## config.mk

```make
export PLATFORM = sky130hd
export DESIGN_NAME = clk_div_gen
export DESIGN_NICKNAME = d
export VERILOG_FILES = /design/src/rtl/clk_div_pkg.sv /design/src/rtl/clk_div_gen.sv
export SDC_FILE = /design/constraint.sdc
export NUM_CORES = 1
export LEC_CHECK = 0
export CAP_MARGIN = 20
export CORE_MARGIN = 2
export CORE_UTILIZATION = 48
export CTS_CLUSTER_DIAMETER = 30
export DETAILED_ROUTE_END_ITERATION = 16
export PLACE_DENSITY = 0.76
export SYNTH_ARGS = -nofsm -noshare
export SYNTH_HDL_FRONTEND = slang
export SYNTH_SLANG_ARGS = --single-unit
```

## constraint.sdc

```tcl
create_clock -name clk -period 3.65 [get_ports clk]
set_input_delay 0.73 -clock clk [delete_from_list [all_inputs] [get_ports clk]]
set_output_delay 0.73 -clock clk [all_outputs]
set_load 0.01 [all_outputs]
```

## src/rtl/clk_div_pkg.sv

```systemverilog
// Shared types and helpers for the programmable clock-enable / divided-clock generator.
package clk_div_pkg;

  typedef enum logic {
    IDLE = 1'b0,
    RUN  = 1'b1
  } state_t;

  localparam int unsigned MIN_DIV = 2;

  // Evaluated in 32 bits, so N = 2**WIDTH-1 cannot overflow for any practical WIDTH.
  function automatic int unsigned half_ceil(input int unsigned n);
    return (n + 1) >> 1;
  endfunction

endpackage

```

## src/rtl/clk_div_gen.sv

```systemverilog
// Programmable divider: one-cycle tick every N clocks plus a registered divided clock.
// Divisor updates go through a pending register and only take effect at period boundaries.
module clk_div_gen
  import clk_div_pkg::*;
#(
  parameter int WIDTH       = 8,
  parameter int DEFAULT_DIV = 2
) (
  input  logic             clk,
  input  logic             rst,
  input  logic             en,
  input  logic [WIDTH-1:0] div_in,
  input  logic             div_load,
  output logic             div_ack,
  output logic [WIDTH-1:0] div_active,
  output logic [WIDTH-1:0] cnt,
  output logic             tick,
  output logic             div_clk
);

  state_t           state, state_next;
  logic [WIDTH-1:0] cnt_next;
  logic [WIDTH-1:0] div_next;
  logic [WIDTH-1:0] pending_div, pending_div_next;
  logic [WIDTH-1:0] load_val;
  logic             pending, pending_next;
  logic             wrap;
  logic             apply;
  logic             tick_next;
  logic             div_clk_next;
  logic [WIDTH:0]   half_next;

  // NOTE: every signal gets a default at the top of always_comb so no path leaves it unassigned (no latch).
  always_comb begin
    load_val         = (div_in < WIDTH'(MIN_DIV)) ? WIDTH'(MIN_DIV) : div_in;
    state_next       = en ? RUN : IDLE;
    wrap             = (state == RUN) && (cnt == div_active - WIDTH'(1));
    apply            = pending && ((state == IDLE) || (wrap && en));
    div_next         = apply ? pending_div : div_active;
    pending_next     = pending;
    pending_div_next = pending_div;

    if (apply) begin
      pending_next = 1'b0;
    end
    // A load on an apply edge is kept for the next boundary; the old value is the one applied.
    if (div_load) begin
      pending_next     = 1'b1;
      pending_div_next = load_val;
    end

    cnt_next = '0;
    if ((state == RUN) && en && !wrap) begin
      cnt_next = cnt + WIDTH'(1);
    end

    tick_next    = wrap && en;
    half_next    = (WIDTH+1)'(half_ceil(32'(div_next)));
    div_clk_next = (state_next == RUN) && ({1'b0, cnt_next} < half_next);
  end

  // NOTE: sequential state uses non-blocking assignments so all registers update from the same pre-edge values.
  always_ff @(posedge clk or posedge rst) begin
    if (rst) begin
      state       <= IDLE;
      cnt         <= '0;
      div_active  <= WIDTH'(DEFAULT_DIV);
      pending     <= 1'b0;
      pending_div <= WIDTH'(DEFAULT_DIV);
      tick        <= 1'b0;
      div_clk     <= 1'b0;
      div_ack     <= 1'b0;
    end else begin
      state       <= state_next;
      cnt         <= cnt_next;
      div_active  <= div_next;
      pending     <= pending_next;
      pending_div <= pending_div_next;
      tick        <= tick_next;
      div_clk     <= div_clk_next;
      div_ack     <= apply;
    end
  end

endmodule
```

## After elaboration in Yosys (flattened, before gate mapping)

Index checks and enable logic that the tools add are counted.

- Flip-flop bits (word level): 29
- Input bits: 12
- Output and inout bits: 19
- Logic and storage cells: 30

- Add/sub/neg operators: 3
- $lt $le $gt $ge: 2
- Equality and inequality tests: 1
- Multiplexer cells: 6
- Bitwise gates (word level): 1
- Reduce and logical (&&, ||, !) cells: 9

Operators with widths:

| kind | number |
|---|---|
| $mux W8 | 3 |
| $add A8 B1 Y9 const B | 1 |
| $add A8 B1 Y8 const B | 1 |
| $eq A8 B8 Y1 | 1 |
| $lt A8 B2 Y1 const B | 1 |
| $lt A8 B8 Y1 | 1 |
| $sub A8 B1 Y8 const B | 1 |
| $logic_and A1 B1 Y1 | 6 |
| $mux W1 | 3 |
| $reduce_bool A2 Y1 | 1 |
| $logic_not A1 Y1 | 1 |
| $logic_or A1 B1 Y1 | 1 |
| $not A1 Y1 | 1 |

## Logic depth before layout (Yosys ltp)

Gate-level depths: netlist of the first run.

- Depth after elaboration: 10
- Mapped depth: 24
- Gate-level depth less buffers: 21

## Least setup slack after synthesis of the first run

No wires, ideal clock.

- Path kind: flip-flop to flip-flop
- Start point: register div_active[1]
- End point: register div_clk
- Library setup time: 124 ps
- Data arrival time: 3986 ps
- Data required time: 3526 ps
- Slack: -460 ps
- Cell stages (with the launch flop): 23
- Path buffers: 2
- Clock period less this slack: 4110 ps
- Cell sequence: dfstp_2 -> inv_1 -> ha_1 -> clkbuf_1 -> nand2b_1 -> o211a_1 -> o31a_1 -> a2111o_1 -> a21boi_4 -> buf_2 -> nand2_1 -> o21ai_0 -> ha_1 -> nand2_1 -> mux2i_1 -> mux2_2 -> nand2_1 -> a32oi_1 -> a22oi_1 -> ha_1 -> nand4_1 -> a21oi_1 -> a21oi_1

- Longest elaborated chain between the ends: 10
- Elaborated cells between the ends (all ways): 13
- Those cells by class: 2 x add/sub; 1 x order compare; 1 x eq/ne; 2 x mux; 7 x reduce/logical

RTL lines:

| item | RTL line | text |
|---|---|---|
| from (decl) | clk_div_gen.sv:15 | `output logic [WIDTH-1:0] div_active,` |
| from (signal assigned) | clk_div_gen.sv:67 | `div_active <= WIDTH'(DEFAULT_DIV);` |
| from (signal assigned) | clk_div_gen.sv:76 | `div_active <= div_next;` |
| $sub A8 B1 Y8 | clk_div_gen.sv:37 | `wrap = (state == RUN) && (cnt == div_active - WIDTH'(1));` |
| $eq A8 B8 Y1 | clk_div_gen.sv:37 |  |
| $logic_and A1 B1 Y1 | clk_div_gen.sv:37 |  |
| $logic_and A1 B1 Y1 | clk_div_gen.sv:38 | `apply = pending && ((state == IDLE) \|\| (wrap && en));` |
| $logic_or A1 B1 Y1 | clk_div_gen.sv:38 |  |
| $logic_and A1 B1 Y1 | clk_div_gen.sv:38 |  |
| net apply | clk_div_gen.sv:28 | `logic apply;` |
| $mux W8 | clk_div_gen.sv:39 | `div_next = apply ? pending_div : div_active;` |
| net div_next[1] | clk_div_gen.sv:23 | `logic [WIDTH-1:0] div_next;` |
| $add A8 B1 Y9 | clk_div_pkg.sv:13 | `return (n + 1) >> 1;` |
| $lt A8 B8 Y1 | clk_div_gen.sv:59 | `div_clk_next = (state_next == RUN) && ({1'b0, cnt_next} < half_next);` |
| $logic_and A1 B1 Y1 | clk_div_gen.sv:59 |  |
| net div_clk_next | clk_div_gen.sv:30 | `logic div_clk_next;` |
| to (signal assigned) | clk_div_gen.sv:80 | `div_clk <= div_clk_next;` |
| to (decl) | clk_div_gen.sv:18 | `output logic div_clk` |

The timed path passes the listed nets, and every way through them passes these cells.
A chain may end at the register's enable or synchronous reset.

## Worst setup path after layout of the first run

- Start point: register div_active[1]
- End point: register div_clk

- Longest elaborated chain between the ends: 10
- Elaborated cells between the ends (all ways): 13
- Those cells by class: 2 x add/sub; 1 x order compare; 1 x eq/ne; 2 x mux; 7 x reduce/logical

RTL lines:

| item | RTL line |
|---|---|
| $sub A8 B1 Y8 | clk_div_gen.sv:37 |
| $eq A8 B8 Y1 | clk_div_gen.sv:37 |
| $logic_and A1 B1 Y1 | clk_div_gen.sv:37 |
| $logic_and A1 B1 Y1 | clk_div_gen.sv:38 |
| $logic_or A1 B1 Y1 | clk_div_gen.sv:38 |
| $logic_and A1 B1 Y1 | clk_div_gen.sv:38 |
| $mux W8 | clk_div_gen.sv:39 |
| net div_next[0] | clk_div_gen.sv:23 |
| $add A8 B1 Y9 | clk_div_pkg.sv:13 |
| $lt A8 B8 Y1 | clk_div_gen.sv:59 |
| $logic_and A1 B1 Y1 | clk_div_gen.sv:59 |
| net div_clk_next | clk_div_gen.sv:30 |

The timed path passes the listed nets, and every way through them passes these cells.

==> results_dict.tcl, run 1 <==
set metrics [dict create \
    cts_tree "yes" \
    critPathTopFamily "compound AO/OA/AOI/OAI gates" \
    cap_violations 0 \
    min_period_ns 3.74 \
    ys_types 47 \
    wl_per_cell_um 15.8 \
    io_pins 31 \
    slowest_delay_ns 0.53 \
    start_util_pct 49.1 \
    cpMostUsedCell "buf_4" \
    fin_crit_sh_pct 102 \
    r2r_cells 19 \
    drc 0 \
    post-route-util_pct 66.0 \
    portBuffers 30 \
    vias_per_cell 5.62 \
    arrival_ns 3.95 \
    synth_area_leaders "dfrtp_1 (35%), mux2_2 (7.6%), ha_1 (6.5%)" \
    synth.net_count 223 \
    place_congestion 0.871 \
    slew-limit-headroom_pct 62.9 \
    worst_slack_ns -0.0883 \
    antennaDiodeCount 0 \
    setup-violations-final 1 \
    hold_class "reg -> reg" \
    clockRootBuffer "clkbuf_8" \
    ys_seq_area_share_pct 37.9 \
    antenna_left 0 \
    fp.dieH_um 67.3 \
    switchingPower_mw 0.343 \
    combPwrFrac_pct 32.0 \
    avgSynthCellArea_um2 9.57 \
    cts_max_level 2 \
    fp-row-count 23 \
    wirelength_um 4760 \
    synth_most_common_cell "dfrtp_1" \
    drtIter0Drc 142 \
    syn_area_mm2 0.00192 \
    crit_buf_inv 5 \
    drt-pass1-iter-count 4 \
    worstPathMaxFanout 8 \
    ys_seq_elements 29 \
    dieArea_mm2 0.00453 \
    clkSlewWorstSetupHoldPaths_ns 0.07 \
    grt_pass1_vias 1585 \
    pwr-share-seq_pct 36.8 \
    synth_commonest_cells "dfrtp_1 (27), nand2_1 (14), mux2_2 (13)" \
    clkPwrFrac_pct 31.3 \
    grt_overflow_total 0 \
    synth_top_area_share_pct 35.1 \
    min_path_cells 2 \
    status "complete, but fails checks" \
    coreArea_mm2 0.00391 \
    cts_sinks 29 \
    finClkSkew_ns 0.00566 \
    violations "setup timing" \
    antenna_found_initial 0 \
    critPathLaunchType "flip-flop" \
    hpwl_um 3520 \
    cp_num_cells 19 \
    fmax_mhz 268 \
    hold_viol 0 \
    clockBufferDepth 2 \
    synth_flop_cell "dfrtp_1" \
    final_area_mm2 0.00258 \
    cp.required_ns 3.86 \
    area_delta_synth_final_pct 34.2 \
    ir_drop_mv 0.262 \
    yosys.area.top_type "dfrtp_1" \
    cp_cell_sequence "inv_2, ha_4, nand2b_4, o211a_1, o31a_1, a2111o_1, a21boi_4, buf_4, o21ai_2, ha_2, buf_4, buf_4, buf_4, nand3_1, xnor2_1, o21ai_0, ha_1, a2111o_1, a21oi_1" \
    critical_path.startpoint "div_active[1]" \
    leakage_nw 1.12 \
    switching_share_pct 31.5 \
    slew_viol_final 0 \
    cts_made_buffers 5 \
    synth_edf_count 0 \
    tightest_slew_ns 0.555 \
    layout-drive-gt1-share_pct 24.3 \
    grt_usage_pct 23.3 \
    vias 1691 \
    yosysWarnings 0 \
    grt_pass1_wl_um 7790 \
    p_int_mw 0.746 \
    slowest_stage "dfstp_2" \
    grt_setup_unrepaired "yes" \
    timing.rr.start "div_active[1]" \
    ys_async_sr_fraction_pct 100 \
    die_w_um 67.3 \
    powerDensity_mw_per_mm2 422 \
    min_from "div_active[1]" \
    end_kind "flip-flop" \
    fin_nets 272 \
    holdBufCountCts 0 \
    criticalPathCategory "reg -> reg" \
    clkLatencyLatePin_ns 0.28 \
    grt_max_degree 19 \
    placed_area_mm2 0.00240 \
    netlist_instances 201 \
]
[metrics by stage]
stage	hold WS, ns	instances	worst slack, ns	power (mW)	setup TNS, ns
4_1_cts	0.529	299	-0.0376	1.08	-0.0376
2_1_floorplan	0.484	201	-0.233	0.606	-0.233
5_1_grt	0.552	301	-0.283	1.15	-0.283
3_5_place_dp	0.533	287	-0.0637	0.735	-0.0637
6_report	0.533	301	-0.0883	1.09	-0.0883
3_3_place_gp	0.535	286	0.0228	0.725	0
[tightest hold or removal path: cells and delay by family (launching register included)]
family	cells	cell delay (ns)
AOI/OAI and AO/OA	1	0.08
buffers and inverters	1	0.08
DFF	1	0.37
[routing by layer]
metal / track usage [%] / part of all wire, % / up-vias / wire, um
met1: 29.7 / 44 / 822 / 2080
met5: 0 / 0 / - / 0
met4: 6.12 / 1.1 / 0 / 51
met2: 39.7 / 50 / 46 / 2400
met3: 5.50 / 4.8 / 6 / 227
li1: - / - / 817 / -
[final timing paths]
kind,slack (ns),to
hold / removal,0.53,div_active[1]
min in group asynchronous,0.79,div_active[7]
setup / recovery,-0.09,div_clk
hold reg to reg,0.53,div_active[1]
setup reg to reg,-0.09,div_clk
max in group asynchronous,2.19,div_active[1]
[sequential cells by signal, summed over array words and instances, names as in the netlist]
name and cells:
pending_div 8, pending 1, div_clk 1, div_ack 1
tick 1, div_active 8, cnt 8, state 1
[logic make-up (layout without fill, tap and decap cells)]
| logic type | after synthesis | in the layout | share of synthesized area (%) |
|---|---|---|---|
| flops | 29 | 29 | 37.9 |
| xor+xnor | 22 | 22 | 10.0 |
| buf+inv | 23 | 73 | 5.53 |
| simple gates | 63 | 63 | 17.4 |
| compound gates | 39 | 39 | 14.1 |
| fa+ha+maj | 10 | 10 | 6.51 |
| mux | 15 | 15 | 8.65 |
[placed cells by master, fill, tap and decap left out, types with 2 or more instances in the layout]
cell type        count
nand2b_1             3
o21ai_2              2
and3_1               6
buf_4               23
nand4_1              3
inv_1                9
a31oi_1              4
ha_1                 8
mux2i_1              2
clkdlybuf4s50_1     30
inv_2                2
a21oi_1              5
a2111o_1             2
xnor2_1             11
dfstp_2              2
nor2_1              12
nand2_1             13
nand3_1             11
nor3_1               4
o21ai_1              2
clkbuf_8             5
o21ai_0              8
xor2_1              11
mux2_2              12
dfrtp_1             27
[area by class of cell]
type	instances	area, um2
clock buffer	5	68.8
inverter	11	41.3
sequential	29	728
multi-input combinational	149	1130
clock inverter	3	46.3
fill	335	1330
timing repair buffer	54	500
tap	50	62.6
[power groups by stage]
stage / registers [mW] / clock network (mW) / logic [mW]
after floorplan: 0.398 / 0 / 0.209
after global placement: 0.403 / 0 / 0.322
after detailed placement: 0.405 / 0 / 0.330
after CTS: 0.399 / 0.341 / 0.342
after global routing: 0.405 / 0.359 / 0.384
final: 0.400 / 0.340 / 0.348
[timing repair]
item,in CTS,in global routing
pin swaps,4,4
buffers inserted,4,2
gates resized for setup,2,3
setup endpoints to repair,1,1
No activity file was read; power rests on OpenSTA's default activity.
==> inputs of run 2 (changes only) <==
--- a/config.mk
+++ b/config.mk
@@ -9,6 +9,7 @@
 export CORE_MARGIN = 2
 export CORE_UTILIZATION = 48
 export CTS_CLUSTER_DIAMETER = 30
+export CTS_CLUSTER_SIZE = 16
 export DETAILED_ROUTE_END_ITERATION = 16
 export PLACE_DENSITY = 0.76
 export SYNTH_ARGS = -nofsm -noshare
==> results of run 2 <==
No change in the layout: final DEF, timing and power equal those of run 1.
==> inputs of run 3 (changes only) <==
--- a/config.mk
+++ b/config.mk
@@ -12,6 +12,7 @@
 export CTS_CLUSTER_SIZE = 16
 export DETAILED_ROUTE_END_ITERATION = 16
 export PLACE_DENSITY = 0.76
+export SLEW_MARGIN = 40
 export SYNTH_ARGS = -nofsm -noshare
 export SYNTH_HDL_FRONTEND = slang
 export SYNTH_SLANG_ARGS = --single-unit
==> run 3 against run 2 <==
Setup slack improved by 0.030 ns. Fmax increased by 0.81%. Largest cell class unchanged. The flow still finishes with violations (setup timing). Sequential share of layout area decreased by 0.14 points. Die area unchanged. Clock power about the same. Critical endpoint unchanged. Global-route usage decreased by 0.86 points. Cell count decreased by 0.33%. Critical path depth increased by 1. Flip-flop and latch count unchanged. Register-to-register slack improved by 0.03 ns. Via count decreased by 0.35%. Sequential power about the same.
==> results_dict.tcl, run 3 (synthesized netlist as in run 1, its figures left out) <==
set metrics [dict create \
    status "complete, but fails checks" \
    violations "setup timing" \
    grt_max_degree 30 \
    tightest_slew_ns 0.602 \
    post-route-util_pct 66.3 \
    fin_crit_sh_pct 102 \
    fp.dieH_um 67.3 \
    powerDensity_mw_per_mm2 426 \
    holdBufCountCts 0 \
    cts_made_buffers 5 \
    dieArea_mm2 0.00453 \
    vias_per_cell 5.62 \
    fmax_mhz 270 \
    power.total_mw 1.11 \
    mostFrequentLayoutCell "clkdlybuf4s50_1" \
    slew-limit-headroom_pct 59.8 \
    hold_class "reg -> reg" \
    placed_area_mm2 0.00238 \
    drt-pass1-iter-count 4 \
    fin_nets 271 \
    drtIter0Drc 143 \
    end_kind "flip-flop" \
    hpwl_um 3480 \
    start_util_pct 49.1 \
    cts_sinks 29 \
    hold_viol 0 \
    switchingPower_mw 0.352 \
    antenna_left 0 \
    grt_usage_pct 22.5 \
    grt_overflow_total 0 \
    antennaDiodeCount 0 \
    finClkSkew_ns 0.00530 \
    wl_per_cell_um 15.7 \
    clkLatencyLatePin_ns 0.29 \
    vias 1685 \
    leakage_nw 1.13 \
    clkSlewWorstSetupHoldPaths_ns 0.07 \
    slew_viol_final 0 \
    arrival_ns 3.89 \
    worstPathMaxFanout 5 \
    portBuffers 30 \
    drc 0 \
    n_fill_cell 333 \
    die_w_um 67.3 \
    setup-violations-final 1 \
    dpl_worst_slack_ns -0.0576 \
    wirelength_um 4700 \
    switching_share_pct 31.8 \
    clkPwrFrac_pct 31.0 \
    layout-drive-gt1-share_pct 26.4 \
    combPwrFrac_pct 32.7 \
    critPathLaunchType "flip-flop" \
    final_area_mm2 0.00259 \
    layout_common_cells "clkdlybuf4s50_1 (30), dfrtp_1 (27), buf_4 (22)" \
    coreArea_mm2 0.00391 \
    p_int_mw 0.754 \
    cp.required_ns 3.83 \
    ir_drop_mv 0.255 \
    grt_pass1_wl_um 7490 \
    pwr-share-seq_pct 36.3 \
    worst_slack_ns -0.0584 \
    grt_pass1_vias 1521 \
    area_delta_synth_final_pct 34.9 \
    clockRootBuffer "clkbuf_8" \
    cts_max_level 2 \
    cts_tree "yes" \
    antenna_found_initial 0 \
    min_period_ns 3.71 \
    criticalPathCategory "reg -> reg" \
    cap_violations 0 \
    fp-row-count 23 \
    place_congestion 0.871 \
    reg_top3 "cnt x8, div_active x8, pending_div x8" \
    clockBufferDepth 2 \
    io_pins 31 \
    grt_setup_unrepaired "yes" \
]
run 3: changes by cell type in the layout (fill, tap and decap cells not counted), sizes merged:
cell	before	now
buf	24	23
run 3: timing repair:
| item | in CTS | in global routing |
|---|---|---|
| resized for setup | 3 | 10 |
| hold endpoints to repair | 0 | 0 |
| endpoints found under the setup margin | 1 | 1 |
| buffers inserted | 3 | 3 |
| pin swaps | 7 | 13 |
run 3: final cells by class:
class | count | area (um2) | share of cell area, %
clock buffers | 5 | 68.8 | 2.65
clock inverters | 3 | 46.3 | 1.78
inverters | 11 | 41.3 | 1.59
multi-input cells | 149 | 1170 | 45.1
flip-flops and latches | 29 | 728 | 28.1
well taps | 50 | 62.6 | 2.41
repair buffers | 53 | 477 | 18.4
run 3: worst paths after layout:
path                       cells after the start              to      startpoint  slack [ns]
setup / recovery                              20         div_clk   div_active[1]       -0.06
hold / removal                                 1  pending_div[4]  pending_div[4]        0.58
setup reg to reg                              20         div_clk   div_active[1]       -0.06
hold reg to reg                                1  pending_div[4]  pending_div[4]        0.58
max in group asynchronous                      3   div_active[1]             rst        2.27
min in group asynchronous                      2   div_active[7]             rst        0.83
run 3: per-layer routing:
layer / part of all wire, % / global-route usage (%)
met5: 0 / 0
met4: 1.4 / 7.65
met3: 3.2 / 4.00
met2: 50 / 37.1
met1: 46 / 29.7
run 3: power by group through the flow:
stage	clock, mW	combinational (mW)	sequential, mW
finish	0.343	0.361	0.401
global route	0.361	0.397	0.405
CTS	0.345	0.340	0.399
detailed placement	0	0.327	0.405
global placement	0	0.322	0.403
floorplan	0	0.209	0.398
run 3: through the flow:
stage	TNS [ns]	hold slack, ns	instances
floorplan	-0.233	0.484	201
global placement	0	0.535	286
detailed placement	-0.0576	0.539	286
CTS	-0.0709	0.580	297
global route	-0.215	0.594	300
finish	-0.0584	0.575	300
run 3: worst max-delay path, cell delays in order (launching register included):
cell and delay [ns]:
dfstp_2 0.53, inv_2 0.05, ha_4 0.21, xnor2_2 0.12, nor3_2 0.17, o211ai_1 0.14, a2111o_1 0.46, a21boi_4 0.20
nand2_1 0.09, o21ai_2 0.10, ha_4 0.20, nand2_4 0.05, mux2i_1 0.15, mux2_4 0.17, nand2_1 0.05, a32oi_1 0.17
a22oi_1 0.09, ha_1 0.31, nand4_1 0.12, a21oi_2 0.16, a21oi_2 0.06
